File: config.mk
export PLATFORM = sky130hd
export DESIGN_NAME = spi_slave_core
export DESIGN_NICKNAME = d
export VERILOG_FILES = /design/src/rtl/spi_slave_core.sv
export SDC_FILE = /design/constraint.sdc
export NUM_CORES = 1
export LEC_CHECK = 0
export CAP_MARGIN = 20
export CELL_PAD_IN_SITES_DETAIL_PLACEMENT = 1
export CELL_PAD_IN_SITES_GLOBAL_PLACEMENT = 1
export CORE_UTILIZATION = 35
export DETAILED_ROUTE_END_ITERATION = 12
export GPL_ROUTABILITY_DRIVEN = 0
export PLACE_DENSITY_LB_ADDON = 0.1
export SLEW_MARGIN = 25
export SYNTH_ARGS = -nofsm -noshare
export SYNTH_HDL_FRONTEND = slang
export SYNTH_SLANG_ARGS = --single-unit
File: constraint.sdc
create_clock -name clk -period 4.45 [get_ports clk]
set_input_delay 0.89 -clock clk [delete_from_list [all_inputs] [get_ports clk]]
set_output_delay 0.89 -clock clk [all_outputs]
set_load 0.02 [all_outputs]
File: src/rtl/spi_slave_core.sv
// spi_slave_core: parametrised SPI slave that oversamples the SPI pins in the
// clk domain. It supports all four SPI modes, MSB- or LSB-first ordering, and
// back-to-back words under one ss assertion. It has a 1-deep TX buffer with a
// valid/ready handshake.
//
// Ports:
//   clk, reset_n        system clock, asynchronous active-low reset
//   ss, sclk, mosi      SPI pins (asynchronous, synchronised internally)
//   cpol, cpha          SPI mode, latched when ss falls
//   miso, miso_oe       serial data out and its output enable
//   tx_data, tx_valid,  word to transmit and handshake into the TX buffer
//   tx_ready
//   rx_data, rx_valid   last complete received word, 1-cycle update pulse
//   busy                a frame is in progress (ss asserted)
//   tx_underrun         1-cycle pulse: a word load found no data
//   frame_err           1-cycle pulse: ss rose in the middle of a word
module spi_slave_core #(
   parameter int DATA_WIDTH  = 32,
   parameter bit MSB_FIRST   = 1'b1,
   parameter int SYNC_STAGES = 2
) (
   input  logic                  clk,
   input  logic                  reset_n,
   input  logic                  ss,
   input  logic                  sclk,
   input  logic                  mosi,
   input  logic                  cpol,
   input  logic                  cpha,
   output logic                  miso,
   output logic                  miso_oe,
   input  logic [DATA_WIDTH-1:0] tx_data,
   input  logic                  tx_valid,
   output logic                  tx_ready,
   output logic [DATA_WIDTH-1:0] rx_data,
   output logic                  rx_valid,
   output logic                  busy,
   output logic                  tx_underrun,
   output logic                  frame_err
);

   localparam int CW = $clog2(DATA_WIDTH + 1);
   localparam logic [CW-1:0] CNT_LAST = CW'(DATA_WIDTH - 1);

   typedef enum logic {IDLE, ACTIVE} state_t;

   // ---------------- pin synchronisers and edge detect ----------------
   // ss resets high (deasserted) so that leaving reset never looks like a
   // falling ss edge.
   logic [SYNC_STAGES-1:0] ss_sync, sclk_sync, mosi_sync;
   logic                   ss_d, sclk_d;

   always_ff @(posedge clk or negedge reset_n) begin
      if (!reset_n) begin
         ss_sync   <= '1;
         sclk_sync <= '0;
         mosi_sync <= '0;
         ss_d      <= 1'b1;
         sclk_d    <= 1'b0;
      end else begin
         // NOTE: non-blocking assignments let each stage take the previous
         // stage's old value, which is what forms the shift chain.
         ss_sync   <= {ss_sync[SYNC_STAGES-2:0], ss};
         sclk_sync <= {sclk_sync[SYNC_STAGES-2:0], sclk};
         mosi_sync <= {mosi_sync[SYNC_STAGES-2:0], mosi};
         ss_d      <= ss_sync[SYNC_STAGES-1];
         sclk_d    <= sclk_sync[SYNC_STAGES-1];
      end
   end

   logic ss_s, sclk_s, mosi_s;
   logic rise, fall, ss_fall, ss_rise;
   assign ss_s    = ss_sync[SYNC_STAGES-1];
   assign sclk_s  = sclk_sync[SYNC_STAGES-1];
   assign mosi_s  = mosi_sync[SYNC_STAGES-1];
   assign rise    =  sclk_s & ~sclk_d;
   assign fall    = ~sclk_s &  sclk_d;
   assign ss_fall = ~ss_s &  ss_d;
   assign ss_rise =  ss_s & ~ss_d;

   // ---------------- state ----------------
   state_t                state_q, state_n;
   logic                  cpol_q, cpol_n, cpha_q, cpha_n;
   logic [DATA_WIDTH-1:0] tx_shift_q, tx_shift_n;
   logic [DATA_WIDTH-1:0] rx_shift_q, rx_shift_n;
   logic [DATA_WIDTH-1:0] rx_data_q, rx_data_n;
   logic [DATA_WIDTH-1:0] buf_q, buf_n;
   logic                  buf_full_q, buf_full_n;
   logic [CW-1:0]         cnt_q, cnt_n;
   logic                  reload_q, reload_n, skip_q, skip_n;
   logic                  miso_q, miso_n;
   logic                  rx_valid_q, rx_valid_n;
   logic                  underrun_q, underrun_n;
   logic                  frame_err_q, frame_err_n;
   logic                  load;

   // The leading edge leaves the idle level; CPHA picks which edge samples.
   logic lead, trail, sample_e, shift_e;
   assign lead     = cpol_q ? fall : rise;
   assign trail    = cpol_q ? rise : fall;
   assign sample_e = cpha_q ? trail : lead;
   assign shift_e  = cpha_q ? lead  : trail;

   always_comb begin
      // NOTE: every variable gets a default first, so no path through this
      // block leaves one unassigned and no latch is inferred.
      state_n     = state_q;
      cpol_n      = cpol_q;
      cpha_n      = cpha_q;
      tx_shift_n  = tx_shift_q;
      rx_shift_n  = rx_shift_q;
      rx_data_n   = rx_data_q;
      buf_n       = buf_q;
      buf_full_n  = buf_full_q;
      cnt_n       = cnt_q;
      reload_n    = reload_q;
      skip_n      = skip_q;
      rx_valid_n  = 1'b0;
      underrun_n  = 1'b0;
      frame_err_n = 1'b0;
      load        = 1'b0;

      case (state_q)
         IDLE: begin
            if (ss_fall) begin
               cpol_n   = cpol;
               cpha_n   = cpha;
               load     = 1'b1;
               cnt_n    = '0;
               reload_n = 1'b0;
               skip_n   = cpha;
               state_n  = ACTIVE;
            end
         end
         ACTIVE: begin
            if (sample_e) begin
               rx_shift_n = MSB_FIRST ? {rx_shift_q[DATA_WIDTH-2:0], mosi_s}
                                      : {mosi_s, rx_shift_q[DATA_WIDTH-1:1]};
               if (cnt_q == CNT_LAST) begin
                  rx_data_n  = rx_shift_n;
                  rx_valid_n = 1'b1;
                  cnt_n      = '0;
                  reload_n   = 1'b1;
               end else begin
                  cnt_n = cnt_q + 1'b1;
               end
            end else if (shift_e && !ss_rise) begin
               // A shift edge that coincides with the end of the frame is
               // ignored, so it cannot consume the buffer for a dead frame.
               if (reload_q) begin
                  load     = 1'b1;
                  reload_n = 1'b0;
               end else if (skip_q) begin
                  skip_n = 1'b0;   // CPHA=1: bit 0 is already on the line
               end else begin
                  tx_shift_n = MSB_FIRST ? (tx_shift_q << 1) : (tx_shift_q >> 1);
               end
            end
            // The edge above is handled first, so a word finishing in this
            // same cycle has already cleared cnt and is not a framing error.
            if (ss_rise) begin
               state_n = IDLE;
               if (cnt_n != '0) frame_err_n = 1'b1;
               cnt_n    = '0;
               reload_n = 1'b0;
            end
         end
         default: state_n = IDLE;
      endcase

      // TX buffer: a load takes the buffer, else bypasses tx_data, else zeros.
      if (load) begin
         if (buf_full_q) begin
            tx_shift_n = buf_q;
            buf_full_n = 1'b0;
         end else if (tx_valid) begin
            tx_shift_n = tx_data;
         end else begin
            tx_shift_n = '0;
            underrun_n = 1'b1;
         end
      end else if (tx_valid && !buf_full_q) begin
         buf_n      = tx_data;
         buf_full_n = 1'b1;
      end

      miso_n = (state_n == ACTIVE)
               ? (MSB_FIRST ? tx_shift_n[DATA_WIDTH-1] : tx_shift_n[0])
               : 1'b0;
   end

   always_ff @(posedge clk or negedge reset_n) begin
      if (!reset_n) begin
         state_q     <= IDLE;
         cpol_q      <= 1'b0;
         cpha_q      <= 1'b0;
         tx_shift_q  <= '0;
         rx_shift_q  <= '0;
         rx_data_q   <= '0;
         buf_q       <= '0;
         buf_full_q  <= 1'b0;
         cnt_q       <= '0;
         reload_q    <= 1'b0;
         skip_q      <= 1'b0;
         miso_q      <= 1'b0;
         rx_valid_q  <= 1'b0;
         underrun_q  <= 1'b0;
         frame_err_q <= 1'b0;
      end else begin
         state_q     <= state_n;
         cpol_q      <= cpol_n;
         cpha_q      <= cpha_n;
         tx_shift_q  <= tx_shift_n;
         rx_shift_q  <= rx_shift_n;
         rx_data_q   <= rx_data_n;
         buf_q       <= buf_n;
         buf_full_q  <= buf_full_n;
         cnt_q       <= cnt_n;
         reload_q    <= reload_n;
         skip_q      <= skip_n;
         miso_q      <= miso_n;
         rx_valid_q  <= rx_valid_n;
         underrun_q  <= underrun_n;
         frame_err_q <= frame_err_n;
      end
   end

   assign miso        = miso_q;
   assign miso_oe     = ~ss_s;
   assign tx_ready    = ~buf_full_q;
   assign rx_data     = rx_data_q;
   assign rx_valid    = rx_valid_q;
   assign busy        = (state_q == ACTIVE);
   assign tx_underrun = underrun_q;
   assign frame_err   = frame_err_q;

endmodule
==> flow_metrics.tcl, run 1 <==
set metrics [dict create \
    run_status "finished clean" \
    clkSinkCount 151 \
    dominant_cells_by_area_after_synthesis "sky130_fd_sc_hd__dfrtp_1 60%, sky130_fd_sc_hd__mux2_2 18%, sky130_fd_sc_hd__a221o_1 4.9%" \
    vias_in_the_first_global_route 4335 \
    via_cell_ratio 5.15 \
    upper_clock_frequency_limit_mhz 371 \
    pre_cts_slack_ns 1.50 \
    p_per_area_mw_per_mm2 510 \
    post-route-cell-area_mm2 0.00777 \
    critPathBufInv 1 \
    port_buffers 78 \
    yosysUniqueCellTypes 39 \
    holdCritPathClass "reg -> reg" \
    cp.arrival_ns 1.81 \
    final_critical_path_setup_slack_ns 1.75 \
    critPathCaptureType "output port" \
    rsz_0062_raised_after_global_routing "no" \
    layout-area-overhead-vs-synth_pct 25.9 \
    grt_max_degree 111 \
    finalWorstPathRequiredPeriod_ns 2.70 \
    worst-path-max-fanout 15 \
    io-pin-count 79 \
    finish.cell_count_without_fillers 763 \
    synth_edf_count 0 \
    critical_path.startpoint_type "register" \
    wl_per_cell_um 17.0 \
    critical_path.cell_chain "clkdlybuf4s50_1" \
    nNetsFinal 568 \
    detailroute.via_count 3929 \
    dp.cells 733 \
    die_x_um 135 \
    synth_largest_type_area_fraction_pct 60.0 \
    insertedDiodeCount 0 \
    wire_length_of_the_first_global_routing_pass_mm 22.3 \
    numCtsBuffers 17 \
    required_ns 3.56 \
    final.hold.worst_slack_ns 0.353 \
    synth_fp_nets 492 \
    clk_buf_depth 2 \
    finish_stage_setup_viols 0 \
    ctsHoldBuffers 0 \
    synth.avg_cell_area_um2 13.7 \
    setup_total_negative_slack_ns 0 \
    globalRoute.totalOverflow 0 \
    drtIter0Drc 110 \
    remaining_drc_errors 0 \
    slew_at_the_pin_closest_to_its_max_slew_limit_ns 0.890 \
    synthCells 451 \
    synth.yosys.warnings 0 \
    critical_path_class "reg -> out" \
    drt_wl_total_mm 12.9 \
    tritoncts "done" \
    postLayoutCoreUtil_pct 45.1 \
    cts.repair_timing.setup_buffer_count 0 \
    yosys_most_used_dff "sky130_fd_sc_hd__dfrtp_1" \
    critical_path.max_stage_delay_ns 0.71 \
    postPlaceCellArea_mm2 0.00719 \
    grt_antenna_before_repair 0 \
    die_area_mm2 0.0182 \
    async_flop_share_pct 100 \
    dp_hpwl_mm 8.06 \
    report.final.slew_viol_count 0 \
    core_mm2 0.0172 \
    yosys_register_bits 151 \
    worstSkewPairLatency_ns 0.42 \
    ant_nets 0 \
    timing.final.hold_violations 0 \
    start_util_pct 35.8 \
    ys_seq_area_share_pct 61.3 \
    post-synth-top-area-cell "sky130_fd_sc_hd__dfrtp_1" \
    clock-root-buffer "sky130_fd_sc_hd__clkbuf_16" \
    slew_headroom_pct 40.7 \
    cts_h_tree_lvls 4 \
    total_leakage_power_nw 3.48 \
    fin_skew_ns 0.00968 \
    cts_resized 0 \
    post-layout-total-power_mw 3.96 \
    max_cap_violations 0 \
    layout_cells_sized_above_1_pct 26.8 \
    critical_path.slowest_cell "sky130_fd_sc_hd__clkdlybuf4s50_1" \
    drtPass1Iterations 4 \
    max-vdd-ir-drop_v 0.000264 \
    floorplan.rows 48 \
    cpLargestDelayFamily "buffers and inverters" \
    clk_transition_reported_paths_ns 0.06 \
    area_of_the_mapped_netlist_mm2 0.00617 \
    grtUsageTotal_pct 15.9 \
    layout_worst_path_cycle_share_pct 60.6 \
    die_y_um 135 \
]
-- final timing paths --
kind	endpoint	start	cells after the start	slack (ns)
max	busy	busy$_DFF_PN0_	1	1.75
min	sclk_sync[1]$_DFF_PN0_	sclk_sync[0]$_DFF_PN0_	0	0.35
max reg2reg	buf_q[23]$_DFFE_PN0P_	cpol_q$_DFFE_PN0P_	5	1.99
min reg2reg	sclk_sync[1]$_DFF_PN0_	sclk_sync[0]$_DFF_PN0_	0	0.35
max in group asynchronous	rx_data[24]$_DFFE_PN0P_	reset_n	2	3.07
min in group asynchronous	rx_data[31]$_DFFE_PN0P_	reset_n	1	0.61
-- layout make-up --
cell class / instances / area, µm²
fill: 1741 / 9470
sequential: 151 / 3780
multi-input combinational: 267 / 2250
timing repair buffer: 87 / 865
clock buffer: 18 / 429
tap: 225 / 282
clock inverter: 12 / 146
inverter: 3 / 11.3
-- synth_stat cells, types with 3 or more instances --
cell / n
sky130_fd_sc_hd__nor2_1: 37
sky130_fd_sc_hd__nand2_1: 10
sky130_fd_sc_hd__a221o_1: 30
sky130_fd_sc_hd__nor3_1: 3
sky130_fd_sc_hd__inv_1: 3
sky130_fd_sc_hd__mux2_2: 96
sky130_fd_sc_hd__a22oi_1: 30
sky130_fd_sc_hd__a221oi_1: 3
sky130_fd_sc_hd__clkbuf_1: 17
sky130_fd_sc_hd__o21ai_0: 11
sky130_fd_sc_hd__nand3_1: 3
sky130_fd_sc_hd__nand2b_1: 4
sky130_fd_sc_hd__mux2i_1: 4
sky130_fd_sc_hd__dfrtp_1: 148
sky130_fd_sc_hd__nand4_1: 3
sky130_fd_sc_hd__and3_1: 4
sky130_fd_sc_hd__buf_2: 12
sky130_fd_sc_hd__a21oi_1: 7
sky130_fd_sc_hd__dfstp_2: 3
-- state kept, by name, summed over array words and instances, names as in the netlist --
| register | flops |
|---|---|
| rx_valid | 1 |
| rx_data | 32 |
| busy | 1 |
| ss_d | 1 |
| cnt_q | 6 |
| sclk_d | 1 |
| miso | 1 |
| tx_underrun | 1 |
| frame_err | 1 |
| cpol_q | 1 |
| mosi_sync | 2 |
| sclk_sync | 2 |
| rx_shift_q | 31 |
| reload_q | 1 |
| cpha_q | 1 |
| buf_full_q | 1 |
| ss_sync | 2 |
| tx_shift_q | 32 |
| buf_q | 32 |
| skip_q | 1 |
-- routing by layer --
metal / part of all wire [%] / wire, µm / track usage (%)
met5: 0 / 0 / 0
met2: 48 / 6270 / 25.8
met4: 1.7 / 224 / 6.37
met3: 3.3 / 432 / 3.83
met1: 46 / 6020 / 20.3
-- cell usage in the layout (no fill, tap or decap), types with 3 or more instances in the layout --
cell,count
sky130_fd_sc_hd__dfrtp_1,148
sky130_fd_sc_hd__mux2_2,96
sky130_fd_sc_hd__clkdlybuf4s50_1,77
sky130_fd_sc_hd__nor2_1,36
sky130_fd_sc_hd__a22oi_1,30
sky130_fd_sc_hd__a221o_1,30
sky130_fd_sc_hd__clkbuf_16,17
sky130_fd_sc_hd__o21ai_0,11
sky130_fd_sc_hd__nand2_1,10
sky130_fd_sc_hd__buf_4,8
sky130_fd_sc_hd__a21oi_1,7
sky130_fd_sc_hd__nand2b_1,4
sky130_fd_sc_hd__mux2i_1,4
sky130_fd_sc_hd__and3_1,4
sky130_fd_sc_hd__inv_6,4
sky130_fd_sc_hd__inv_1,3
sky130_fd_sc_hd__nand3_1,3
sky130_fd_sc_hd__a221oi_1,3
sky130_fd_sc_hd__nor3_1,3
sky130_fd_sc_hd__nand4_1,3
sky130_fd_sc_hd__clkinvlp_4,3
sky130_fd_sc_hd__dfstp_2,3
-- report_power, final --
group | total (mW) | internal, mW | switching, mW
Sequential | 1.88 | 1.68 | 0.196
Clock | 1.43 | 0.832 | 0.596
Combinational | 0.658 | 0.383 | 0.275
Total | 3.96 | 2.90 | 1.07
-- logic make-up after synthesis --
kind of cell               after synthesis  synth area share, %
muxes                                  101                 18.3
xor gates and xnor gates                 2                0.406
adders and majority gates                1                0.203
buffers and inverters                   33                 2.31
and+or+nand+nor                         70                 5.15
AOI/OAI and AO/OA                       93                 12.3
DFF                                    151                 61.3
No activity file was read; power rests on OpenSTA's default activity.
==> inputs of run 2 (changes only) <==
==> constraint.sdc (replaced) <==
create_clock -name clk -period 2.7 [get_ports clk]
set_input_delay 0.54 -clock clk [delete_from_list [all_inputs] [get_ports clk]]
set_output_delay 0.54 -clock clk [all_outputs]
set_load 0.02 [all_outputs]
==> run 2 against run 1 <==
Against the previous run:
- global-route usage increased by 0.43 points
- cell count increased by 1.3%
- power increased by 67%
- combinational power increased by 69%
- clock power increased by 71%
- first-iteration DRC count increased by 56%
- sequential power increased by 64%
- clock skew increased by 0.0017 ns
- largest power group unchanged
- highest routed layer unchanged
==> flow_metrics.tcl, run 2 (synthesis results as in run 1) <==
set metrics [dict create \
    run_status "finished clean" \
    critPathCaptureType "register" \
    pre_cts_slack_ns 0.537 \
    nNetsFinal 577 \
    start_util_pct 35.8 \
    clk_transition_reported_paths_ns 0.06 \
    sw_share_pct 26.3 \
    clockPowerShare_pct 36.7 \
    globalRoute.totalOverflow 0 \
    drtPass1Iterations 4 \
    die_x_um 135 \
    wire_length_of_the_first_global_routing_pass_mm 22.8 \
    vias_in_the_first_global_route 4345 \
    die_y_um 135 \
    via_cell_ratio 5.24 \
    wl_per_cell_um 17.1 \
    clock-root-buffer "sky130_fd_sc_hd__clkbuf_16" \
    numCtsBuffers 17 \
    ant_nets 0 \
    drtIter0Drc 172 \
    final_critical_path_setup_slack_ns 0.567 \
    required_ns 3.00 \
    p_sw_mw 1.75 \
    slew_at_the_pin_closest_to_its_max_slew_limit_ns 0.609 \
    detailroute.via_count 4049 \
    floorplan.rows 48 \
    insertedDiodeCount 0 \
    critical_path_class "reg -> reg" \
    dp_hpwl_mm 8.44 \
    cp.arrival_ns 2.44 \
    tritoncts "done" \
    remaining_drc_errors 0 \
    worst-path-max-fanout 17 \
    max_cap_violations 0 \
    critical_path.slowest_cell "sky130_fd_sc_hd__dfrtp_1" \
    most_frequent_standard_cell_in_the_layout_excluding_fill_and_tap_cells "sky130_fd_sc_hd__dfrtp_1" \
    slew_headroom_pct 59.4 \
    finish.cell_count_without_fillers 773 \
    total_leakage_power_nw 3.56 \
    layout-area-overhead-vs-synth_pct 27.7 \
    layout_worst_path_cycle_share_pct 79.0 \
    report.final.slew_viol_count 0 \
    seq_power_share_pct 46.5 \
    critical_path.max_stage_delay_ns 0.41 \
    worstSkewPairLatency_ns 0.42 \
    die_area_mm2 0.0182 \
    core_mm2 0.0172 \
    setup_total_negative_slack_ns 0 \
    critical_path.startpoint_type "register" \
    internal_power_mw 4.89 \
    holdCritPathClass "in -> async" \
    port_buffers 78 \
    critical_path.cell_chain "xor2_2 > mux2i_1 > a41oi_4 > nand2_2 > buf_4 > mux2_2" \
    grt_antenna_before_repair 0 \
    cts_resized 0 \
    max-vdd-ir-drop_v 0.000454 \
    clk_buf_depth 2 \
    dp.cells 742 \
    drt_wl_total_mm 13.2 \
    p_per_area_mw_per_mm2 842 \
    io-pin-count 79 \
    ctsHoldBuffers 0 \
    postLayoutCoreUtil_pct 45.7 \
    grt_max_degree 62 \
    fin_skew_ns 0.0114 \
    timing.final.hold_violations 0 \
    cts_h_tree_lvls 4 \
    grtUsageTotal_pct 16.3 \
    rsz_0062_raised_after_global_routing "no" \
    upper_clock_frequency_limit_mhz 469 \
    finish_stage_setup_viols 0 \
    cts.repair_timing.setup_buffer_count 0 \
    clkSinkCount 151 \
    top_library_cells_by_usage_in_the_layout_fill_and_taps_aside "148 x sky130_fd_sc_hd__dfrtp_1, 96 x sky130_fd_sc_hd__mux2_2, 77 x sky130_fd_sc_hd__clkdlybuf4s50_1" \
    finalWorstPathRequiredPeriod_ns 2.13 \
    layout_cells_sized_above_1_pct 27.9 \
    power.share.combinational_pct 16.8 \
]
==> run 2: worst paths after layout <==
kind / from / to / slack, ns / depth (start not counted)
worst max-delay path: cpol_q$_DFFE_PN0P_ / buf_q[30]$_DFFE_PN0P_ / 0.57 / 6
worst min-delay path: reset_n / rx_data[31]$_DFFE_PN0P_ / 0.13 / 1
worst max register to register: cpol_q$_DFFE_PN0P_ / buf_q[30]$_DFFE_PN0P_ / 0.57 / 6
worst min register to register: sclk_sync[0]$_DFF_PN0_ / sclk_sync[1]$_DFF_PN0_ / 0.36 / 0
max in group asynchronous: reset_n / rx_shift_q[25]$_DFFE_PN0P_ / 1.90 / 2
min in group clk: sclk_sync[0]$_DFF_PN0_ / sclk_sync[1]$_DFF_PN0_ / 0.36 / 0
==> run 2: per-layer routing <==
layer / GRT usage, % / wire length [µm]
met1: 20.8 / 6040
met2: 26.9 / 6520
met3: 3.68 / 416
met4: 6.37 / 202
met5: 0 / 0
==> run 2: stage by stage <==
| step | hold WS [ns] | power [mW] | instance area (µm²) |
|---|---|---|---|
| floorplan | 0.244 | 3.84 | 6170 |
| global placement | 0.334 | 4.20 | 7280 |
| detailed placement | 0.342 | 4.25 | 7280 |
| CTS | 0.144 | 6.74 | 7880 |
| global route | 0.160 | 7.00 | 7880 |
| finish | 0.126 | 6.63 | 7880 |
==> run 2: final cells by class <==
| cell class | count | area (µm²) |
|---|---|---|
| repair buffers | 96 | 955 |
| multi-input cells | 267 | 2250 |
| well taps | 225 | 282 |
| fillers | 1741 | 9350 |
| inverters | 3 | 11.3 |
| flip-flops and latches | 151 | 3780 |
| clock inverters | 12 | 165 |
| clock buffers | 19 | 433 |
==> run 2: critical path: cells and delay by family, from the launching register on <==
family / cells / cell delay [ns]
AOI/OAI and AO/OA: 1 / 0.21
xor gates and xnor gates: 1 / 0.24
buffers and inverters: 1 / 0.26
DFF: 1 / 0.41
muxes: 2 / 0.79
and+or+nand+nor: 1 / 0.11
==> run 2: power by group through the flow <==
stage	clock network, mW	registers, mW	logic (mW)
after global routing	2.60	3.15	1.25
after global placement	0	3.10	1.10
after floorplan	0	3.02	0.818
after detailed placement	0	3.11	1.14
after CTS	2.51	3.09	1.14
final	2.44	3.08	1.11
==> inputs of run 3 (changes only) <==
==> constraint.sdc (replaced) <==
create_clock -name clk -period 1.9 [get_ports clk]
set_input_delay 0.38 -clock clk [delete_from_list [all_inputs] [get_ports clk]]
set_output_delay 0.38 -clock clk [all_outputs]
set_load 0.02 [all_outputs]
==> run 3 against run 2 <==
Against the previous run:
- the flow now finishes with violations (setup timing)
- via count up 0.59%
- non-clock buffer count increased by 17
- fmax rose by 8.9%
- combinational power is 70% higher
- count of clock-buffer cells in the layout rose by 1
- sequential share of layout area down 2.0 points
- power is 41% higher
- clock skew is 0.0040 ns lower
- largest cell class unchanged
==> flow_metrics.tcl, run 3 (synthesis results as in run 1) <==
set metrics [dict create \
    failed_checks "setup timing" \
    grt_antenna_before_repair 0 \
    core_mm2 0.0172 \
    remaining_drc_errors 0 \
    fin_skew_ns 0.00740 \
    finish_stage_setup_viols 70 \
    wire_length_of_the_first_global_routing_pass_mm 22.8 \
    postLayoutCoreUtil_pct 47.8 \
    layout_cells_sized_above_1_pct 32.0 \
    detailroute.via_count 4073 \
    worstSkewPairLatency_ns 0.42 \
    tritoncts "done" \
    worst-path-max-fanout 8 \
    timing.critical_path.from "cpha_q$_DFFE_PN0P_" \
    pre_cts_slack_ns -0.193 \
    die_area_mm2 0.0182 \
    reg2reg_from "cpha_q$_DFFE_PN0P_" \
    finalWorstPathRequiredPeriod_ns 1.96 \
    cts_h_tree_lvls 4 \
    critPathCaptureType "register" \
    slew_at_the_pin_closest_to_its_max_slew_limit_ns 0.508 \
    critical_path.slowest_cell "sky130_fd_sc_hd__dfrtp_1" \
    grtUsageTotal_pct 16.2 \
    clock-root-buffer "sky130_fd_sc_hd__clkbuf_16" \
    postPlaceCellArea_mm2 0.00752 \
    total_leakage_power_nw 3.77 \
    max-vdd-ir-drop_v 0.000675 \
    final.hold.worst_slack_ns 0.353 \
    critical_path.startpoint_type "register" \
    wl_per_cell_um 17.0 \
    critical_path.max_stage_delay_ns 0.40 \
    run_status "finished, violations left" \
    ff2ff_setup_slack_ns -0.06 \
    port_buffers 78 \
    clk_transition_reported_paths_ns 0.06 \
    grt_max_degree 51 \
    layout_worst_path_cycle_share_pct 103 \
    cpLargestDelayFamily "flip-flops" \
    rsz_0062_raised_after_global_routing "yes" \
    start_util_pct 35.8 \
    die_x_um 135 \
    die_y_um 135 \
    report.final.slew_viol_count 0 \
    insertedDiodeCount 0 \
    clkSinkCount 151 \
    final_critical_path_setup_slack_ns -0.0590 \
    dp_hpwl_mm 8.81 \
    required_ns 2.19 \
    ant_nets 0 \
    critPathBufInv 2 \
    layout-area-overhead-vs-synth_pct 33.4 \
    critPathCapture "frame_err$_DFF_PN0_" \
    drtIter0Drc 105 \
    via_cell_ratio 5.16 \
    drt_wl_total_mm 13.5 \
    path_depth 7 \
    nNetsFinal 594 \
    floorplan.rows 48 \
    clk_buf_depth 2 \
    slew_headroom_pct 66.1 \
    critical_path.cell_chain "xor2_2 > buf_4 > mux2i_4 > buf_12 > or3_1 > a221oi_2 > a31oi_1" \
    most_frequent_standard_cell_in_the_layout_excluding_fill_and_tap_cells "sky130_fd_sc_hd__dfrtp_1" \
    post-route-cell-area_mm2 0.00823 \
    holdCritPathClass "reg -> reg" \
    io-pin-count 79 \
    p_per_area_mw_per_mm2 1140 \
    critical_path_class "reg -> reg" \
    vias_in_the_first_global_route 4414 \
    max_cap_violations 0 \
    upper_clock_frequency_limit_mhz 510 \
    timing.final.hold_violations 0 \
    regToRegEndpoint "frame_err$_DFF_PN0_" \
    globalRoute.totalOverflow 0 \
    worstRegToRegCells 7 \
    numCtsBuffers 17 \
    post-layout-total-power_mw 9.35 \
    cp.arrival_ns 2.25 \
    top_library_cells_by_usage_in_the_layout_fill_and_taps_aside "148 x sky130_fd_sc_hd__dfrtp_1, 74 x sky130_fd_sc_hd__mux2_2, 74 x sky130_fd_sc_hd__clkdlybuf4s50_1" \
    drtPass1Iterations 4 \
]
==> run 3: cell types whose count changed in the layout (fill, tap and decap cells not counted), sizes merged <==
cell and change:
clkinv +2, dlygate4sd3 +1, clkdlybuf4s50 -3, clkinvlp +5
buf +15, bufinv -3, dlygate4sd2 +3, clkbuf +2
inv -5
==> run 3: timing repair <==
action,4_1_cts,5_1_grt
gates resized for setup,11,25
gates cloned,0,1
hold buffers,1,0
buffers inserted,2,0
pin swaps,3,4
setup endpoints to repair,96,132
hold endpoints to repair,43,0
==> run 3: per-stage QoR <==
step	setup TNS (ns)	instances
final	-1.17	790
after global placement	-2.15	755
after floorplan	-0.823	451
after CTS	-2.23	789
after detailed placement	-4.72	755
after global routing	-9.65	790
==> run 3: worst reg2reg max path: stages (launching register included) <==
cell                       delay, ns
sky130_fd_sc_hd__dfrtp_1        0.40
sky130_fd_sc_hd__xor2_2         0.20
sky130_fd_sc_hd__buf_4          0.16
sky130_fd_sc_hd__mux2i_4        0.20
sky130_fd_sc_hd__buf_12         0.16
sky130_fd_sc_hd__or3_1          0.32
sky130_fd_sc_hd__a221oi_2       0.27
sky130_fd_sc_hd__a31oi_1        0.13
==> run 3: area by class of cell <==
cell class	count	area [µm²]
fill	1699	9000
sequential	151	3780
multi-input combinational	267	2420
timing repair buffer	113	1200
clock buffer	20	457
tap	225	282
clock inverter	11	77.6
inverter	3	11.3
==> run 3: worst min-delay path by stage <==
| stage | cells past startpoint | to | startpoint |
|---|---|---|---|
| finish | 0 | ss_sync[1]$_DFF_PN1_ | ss_sync[0]$_DFF_PN1_ |
| global route | 0 | ss_sync[1]$_DFF_PN1_ | ss_sync[0]$_DFF_PN1_ |
| CTS | 1 | ss_sync[0]$_DFF_PN1_ | ss |
| detailed placement | 0 | ss_sync[1]$_DFF_PN1_ | ss_sync[0]$_DFF_PN1_ |
| global placement | 0 | sclk_sync[1]$_DFF_PN0_ | sclk_sync[0]$_DFF_PN0_ |
| floorplan | 0 | buf_full_q$_DFFE_PN0P_ | reset_n |
==> run 3: per-layer routing <==
metal  vias to the layer above  global-route usage, %  share of wire [%]
met3                        13                   4.43                4.0
met5                         -                      0                  0
met4                         0                   5.31                1.3
li1                       1881                      -                  -
met2                        74                   26.8                 50
met1                      2105                   20.6                 44
==> run 3: where the power goes <==
part	internal, mW	switching [mW]	total, mW
sequential	3.94	0.466	4.41
clock	1.73	1.32	3.05
combinational	1.16	0.738	1.89
total	6.82	2.52	9.35
==> patch 1 (settings of run 2) <==
The output `frame_err` loses its register stage (`frame_err_q` becomes a continuous assignment).
--- a/src/rtl/spi_slave_core.sv
+++ b/src/rtl/spi_slave_core.sv
@@ -205,5 +205,4 @@
          rx_valid_q  <= 1'b0;
          underrun_q  <= 1'b0;
-         frame_err_q <= 1'b0;
       end else begin
          state_q     <= state_n;
@@ -221,7 +220,8 @@
          rx_valid_q  <= rx_valid_n;
          underrun_q  <= underrun_n;
-         frame_err_q <= frame_err_n;
       end
    end
+
+   assign frame_err_q = frame_err_n;
 
    assign miso        = miso_q;
Function: changed (Yosys sat finds a counterexample within 4 cycles, from zero or initial values and one cycle with reset_n low).
==> patch 1 against run 2 <==
Global-route usage is 0.59 points lower; wire length decreased by 1.5%; power down 0.84%; setup slack got worse by 0.54 ns; clock power decreased by 3%; final area grew 0.54%; sequential cell count fell by 1; via count is 0.47% lower; highest routed layer is now met5; area after synthesis shrank 0.41%.
==> patch 1: results (changes against run 2) <==
| Metric | Value |
|---|---|
| TritonCTS Buffers | 17 (unchanged) |
| Fin Clk Skew | 0.00906 ns (was 0.0114 ns) |
| Post-synthesis sequential area ratio | 61.1% (was 61.3%) |
| Synth Area in XOR/XNOR | 0.407% (was 0.406%) |
| Least-Margin Pin Slew | 0.662 ns (was 0.609 ns) |
| DR pass1 iterations | 4 (unchanged) |
| Syn. warnings | 0 (unchanged) |
| Reg clk slew, reported paths | 0.06 ns (about the same) |
| Gr usage total | 15.7% (was 16.3%) |
| Mapped Cells | 450 (was 451) |
| Vias in the first global route | 4,286 (was 4,345) |
| P_int | 4.88 mW (was 4.89 mW) |
| CP max FO | 8 (was 17) |
| Placed Instance Area | 7310 sq um (was 7280 sq um) |
| First-pass GRT wire length | 21.9 mm (was 22.8 mm) |
| Placement Setup Slack | -0.0302 ns (was 0.537 ns) |
| Most frequent cells after synthesis | dfrtp_1 (147), mux2_2 (96), nor2_1 (37), a221o_1 (30), a22oi_1 (30) (was dfrtp_1 (148), mux2_2 (96), nor2_1 (37), a221o_1 (30), a22oi_1 (30)) |
| Syn Nets | 491 (was 492) |
| Leakage | 3.59 nW (was 3.56 nW) |
| Synth area leaders | dfrtp_1 (60%), mux2_2 (18%), a221o_1 (4.9%), a22oi_1 (3.7%), nor2_1 (2.3%) (was dfrtp_1 (60%), mux2_2 (18%), a221o_1 (4.9%), a22oi_1 (3.6%), nor2_1 (2.3%)) |
| Placed cell count | 749 (was 742) |
| Post-detail-place hpwl | 8.57 mm (was 8.44 mm) |
| Main synth FF type | dfrtp_1 (unchanged) |
| Slowest stage delay, CP | 0.40 ns |
| Number of DRC markers in iteration 0 | 183 (was 172) |
| Longest Clk Path Bufs | 2 (unchanged) |
| Antenna diodes | 0 (unchanged) |
| Root Driver | clkbuf_16 (unchanged) |
| Worst Path Arrival | 2.13 ns (was 2.44 ns) |
| Max VDD drop | 0.441 mV (was 0.454 mV) |
| WL/cell | 16.6 um (was 17.1 um) |
| R2r startpoint | cpha_q$_DFFE_PN0P_ (was cpol_q$_DFFE_PN0P_) |
| Antenna violations before repair | 1 (was 0) |
| Worst-skew pair later-pin latency | 0.43 ns |
| Synth Area in Adders | 0.204% (was 0.203%) |
| Nets | 586 (was 577) |
| H-tree depth | 4 (unchanged) |
| Ys async rst share | 100% (unchanged) |
| Vias/cell | 5.15 (was 5.24) |
| IO buf count | 78 (unchanged) |
| Startpoint types | flip-flop (unchanged) |
| Share of cells above drive strength 1 | 30.1% (was 27.9%) |
| Mux cell area share after synthesis | 18.4% (was 18.3%) |
| Netlist cell types | 39 (unchanged) |
| CP max-delay cell | dfrtp_1 (unchanged) |
| Worst Hold Class | in2async (unchanged) |
| Status | complete, no violations (unchanged) |
| Synth Area in Compound Gates | 12.3% (about the same) |
| Routed vias | 4,030 (was 4,049) |
| Largest net degree at the start of global routing | 69 (was 62) |
-- patch 1: worst paths after layout --
kind / end / slack, ns / cells past startpoint
min reg2reg: sclk_sync[1]$_DFF_PN0_ / 0.35 / 0
max reg2reg: miso$_DFF_PN0_ / 0.50 / 7
min in group clk: sclk_sync[1]$_DFF_PN0_ / 0.35 / 0
min: cnt_q[5]$_DFFE_PN0P_ / 0.12 / 1
max in group asynchronous: buf_q[19]$_DFFE_PN0P_ / 1.85 / 2
max: frame_err / 0.03 / 7
-- patch 1: logic make-up after synthesis --
logic type / Yosys count
flops: 150
mux: 101
compound gates: 93
simple gates: 70
buf+inv: 33
xor+xnor: 2
fa+ha+maj: 1
-- patch 1: area by class of cell --
class,instances,area [sq um]
clock buffers,20,437
clock inverters,12,153
fillers,1758,9310
inverters,3,11.3
multi-input cells,267,2270
flip-flops and latches,150,3760
well taps,225,282
repair buffers,106,1010
-- patch 1: worst max-delay path: cells and delay by family, from the launching register on --
kind                      cells  cell delay (ns)
and+or+nand+nor               1             0.32
DFF                           1             0.40
AOI/OAI and AO/OA             2             0.34
xor gates and xnor gates      1             0.19
muxes                         1             0.13
buffers and inverters         2             0.33
-- patch 1: power by group through the flow --
| stage | Sequential, mW | Combinational, mW | Clock, mW |
|---|---|---|---|
| 2_1_floorplan | 3.00 | 0.819 | 0 |
| 3_3_place_gp | 3.07 | 1.11 | 0 |
| 3_5_place_dp | 3.09 | 1.15 | 0 |
| 4_1_cts | 3.06 | 1.16 | 2.44 |
| 5_1_grt | 3.12 | 1.28 | 2.53 |
| 6_report | 3.06 | 1.15 | 2.37 |
-- patch 1: metrics by stage --
step                hold slack [ns]  util, %
global route                  0.168     46.0
global placement              0.335     42.4
CTS                           0.142     45.9
detailed placement            0.339     42.4
floorplan                     0.244        -
finish                        0.119     46.0
-- patch 1: per-layer routing --
| metal | wire [um] | global-route usage, % | up-vias |
|---|---|---|---|
| met1 | 5940 | 19.7 | 2068 |
| met5 | 11 | 0 | - |
| met4 | 206 | 6.55 | 2 |
| met2 | 6340 | 25.5 | 74 |
| li1 | - | - | 1866 |
| met3 | 491 | 4.24 | 20 |
-- patch 1: what timing repair did --
action	CTS	global route
cloned	0	0
pin swaps	3	0
setup buffers	1	1
resized for setup	11	0
endpoints found under the setup margin	1	1
==> patch 2 (config.mk and constraints of run 2) <==
Made on the original files. Change the parameter `SYNC_STAGES` from 2 to 4.
--- a/src/rtl/spi_slave_core.sv
+++ b/src/rtl/spi_slave_core.sv
@@ -18,5 +18,5 @@
    parameter int DATA_WIDTH  = 32,
    parameter bit MSB_FIRST   = 1'b1,
-   parameter int SYNC_STAGES = 2
+   parameter int SYNC_STAGES = 4
 ) (
    input  logic                  clk,
Behaviour: not the same (Yosys sat finds a counterexample within 4 cycles, from zero or initial values and one cycle with reset_n low).
==> patch 2 against run 2 <==
Power is 1.0% lower; largest cell class unchanged; final area is 1.5% higher; die area grew 2.4%; register-to-register slack worse by 0.08 ns; setup slack got worse by 0.24 ns; sequential cell count rose by 6; first-iteration DRC count shrank 4.7%; wire length grew 0.49%; area after synthesis up 2.5%; clock skew fell by 0.0019 ns; synthesized cell count is 1.3% higher; fmax is 10% lower; sequential power increased by 3%.
==> patch 2: results (changes against run 2) <==
| Metric | Value |
|---|---|
| FF-to-FF End | buf_q[20]$_DFFE_PN0P_ (was buf_q[30]$_DFFE_PN0P_) |
| Top delay family on crit path | buffers and inverters (was multiplexers) |
| Placed Instance Area | 7430 sq um (was 7280 sq um) |
| Leakage | 3.58 nW (was 3.56 nW) |
| Slowest stage delay, CP | 0.68 ns (was 0.41 ns) |
| Worst-skew pair later-pin latency | 0.42 ns (about the same) |
| Max VDD drop | 0.460 mV (was 0.454 mV) |
| Vias/cell | 5.21 (was 5.24) |
| Min Hold Slack | 0.129 ns (was 0.126 ns) |
| Status | complete, no violations (unchanged) |
| Root Driver | clkbuf_16 (unchanged) |
| Share of cells above drive strength 1 | 28.5% (was 27.9%) |
| Largest net degree at the start of global routing | 71 (was 62) |
| Synth area leaders | dfrtp_1 (60%), mux2_2 (17%), a221o_1 (4.7%), a22oi_1 (3.6%), nor2_1 (2.2%) (was dfrtp_1 (60%), mux2_2 (18%), a221o_1 (4.9%), a22oi_1 (3.6%), nor2_1 (2.3%)) |
| Post-Route WL | 13.2 mm (about the same) |
| Antenna violations before repair | 0 (unchanged) |
| Syn Nets | 498 (was 492) |
| Vias in the first global route | 4,489 (was 4,345) |
| Syn. warnings | 0 (unchanged) |
| IO buf count | 78 (unchanged) |
| Post-detail-place hpwl | 8.81 mm (was 8.44 mm) |
| Nets | 582 (was 577) |
| Mux cell area share after synthesis | 17.9% (was 18.3%) |
| Gr usage total | 15.8% (was 16.3%) |
| Longest Clk Path Bufs | 2 (unchanged) |
| First-pass GRT wire length | 22.7 mm (was 22.8 mm) |
| Flop2flop setup slack | 0.49 ns (was 0.57 ns) |
| PostCTS Resize Cnt | 0 (unchanged) |
| Antenna diodes | 0 (unchanged) |
| Most frequent cells after synthesis | dfrtp_1 (152), mux2_2 (96), nor2_1 (37), a221o_1 (30), a22oi_1 (30) (was dfrtp_1 (148), mux2_2 (96), nor2_1 (37), a221o_1 (30), a22oi_1 (30)) |
| Synth Area in Compound Gates | 12.0% (was 12.3%) |
| Post-synthesis sequential area ratio | 62.2% (was 61.3%) |
| Placed cell count | 747 (was 742) |
| Fin Clk Skew | 0.00947 ns (was 0.0114 ns) |
| Post-CTS Setup Repair Bufs | 0 (unchanged) |
| Synth Area in XOR/XNOR | 0.396% (was 0.406%) |
| CP max FO | 15 (was 17) |
| Mapped Cells | 457 (was 451) |
| Synth Area in Adders | 0.198% (was 0.203%) |
| Netlist cell types | 39 (unchanged) |
| Reg clk slew, reported paths | 0.06 ns (about the same) |
| Placement Setup Slack | 0.502 ns (was 0.537 ns) |
| Number of DRC markers in iteration 0 | 164 (was 172) |
| Fin cells | 779 (was 773) |
| Slew Limit Headroom | 55.4% (was 59.4%) |
-- patch 2: layout make-up --
class	count	area [sq um]
Sequential cell	157	3940
Clock buffer	19	453
Fill cell	1781	9470
Multi-Input combinational cell	267	2260
Clock inverter	13	116
Tap cell	225	282
Inverter	3	11.3
Timing Repair Buffer	95	947
-- patch 2: metrics by stage --
stage / total power [mW] / utilization (%)
floorplan: 3.92 / -
finish: 6.57 / 45.8
global placement: 4.26 / 42.5
CTS: 6.66 / 45.8
detailed placement: 4.33 / 42.5
global route: 6.94 / 45.8
-- patch 2: how the worst max path moves through the flow --
stage | from | to | slack (ns)
after floorplan | cpol_q$_DFFE_PN0P_ | buf_q[10]$_DFFE_PN0P_ | 0.68
after global placement | cpol_q$_DFFE_PN0P_ | buf_q[17]$_DFFE_PN0P_ | 0.56
after detailed placement | cpol_q$_DFFE_PN0P_ | buf_q[20]$_DFFE_PN0P_ | 0.50
after CTS | buf_full_q$_DFFE_PN0P_ | tx_ready | 0.29
after global routing | buf_full_q$_DFFE_PN0P_ | tx_ready | 0.18
final | buf_full_q$_DFFE_PN0P_ | tx_ready | 0.33
-- patch 2: cell families (layout without fill, tap and decap cells) --
logic type,Yosys count,in the layout
buffers and inverters,33,130
muxes,101,101
adders and majority gates,1,1
AOI/OAI and AO/OA,93,93
xor gates and xnor gates,2,2
DFF,157,157
and+or+nand+nor,70,70
-- patch 2: layer usage --
layer / global-route usage [%] / up-vias / share of wire (%)
met5: 0 / - / 0
met4: 6.98 / 0 / 1.6
met3: 3.50 / 16 / 3.7
met2: 26.3 / 79 / 50
met1: 19.6 / 2095 / 45
li1: - / 1867 / -
-- patch 2: where the power goes --
part           switching (mW)  internal, mW
sequential              0.310          2.86
combinational           0.463         0.642
clock                   0.978          1.31
total                    1.75          4.82
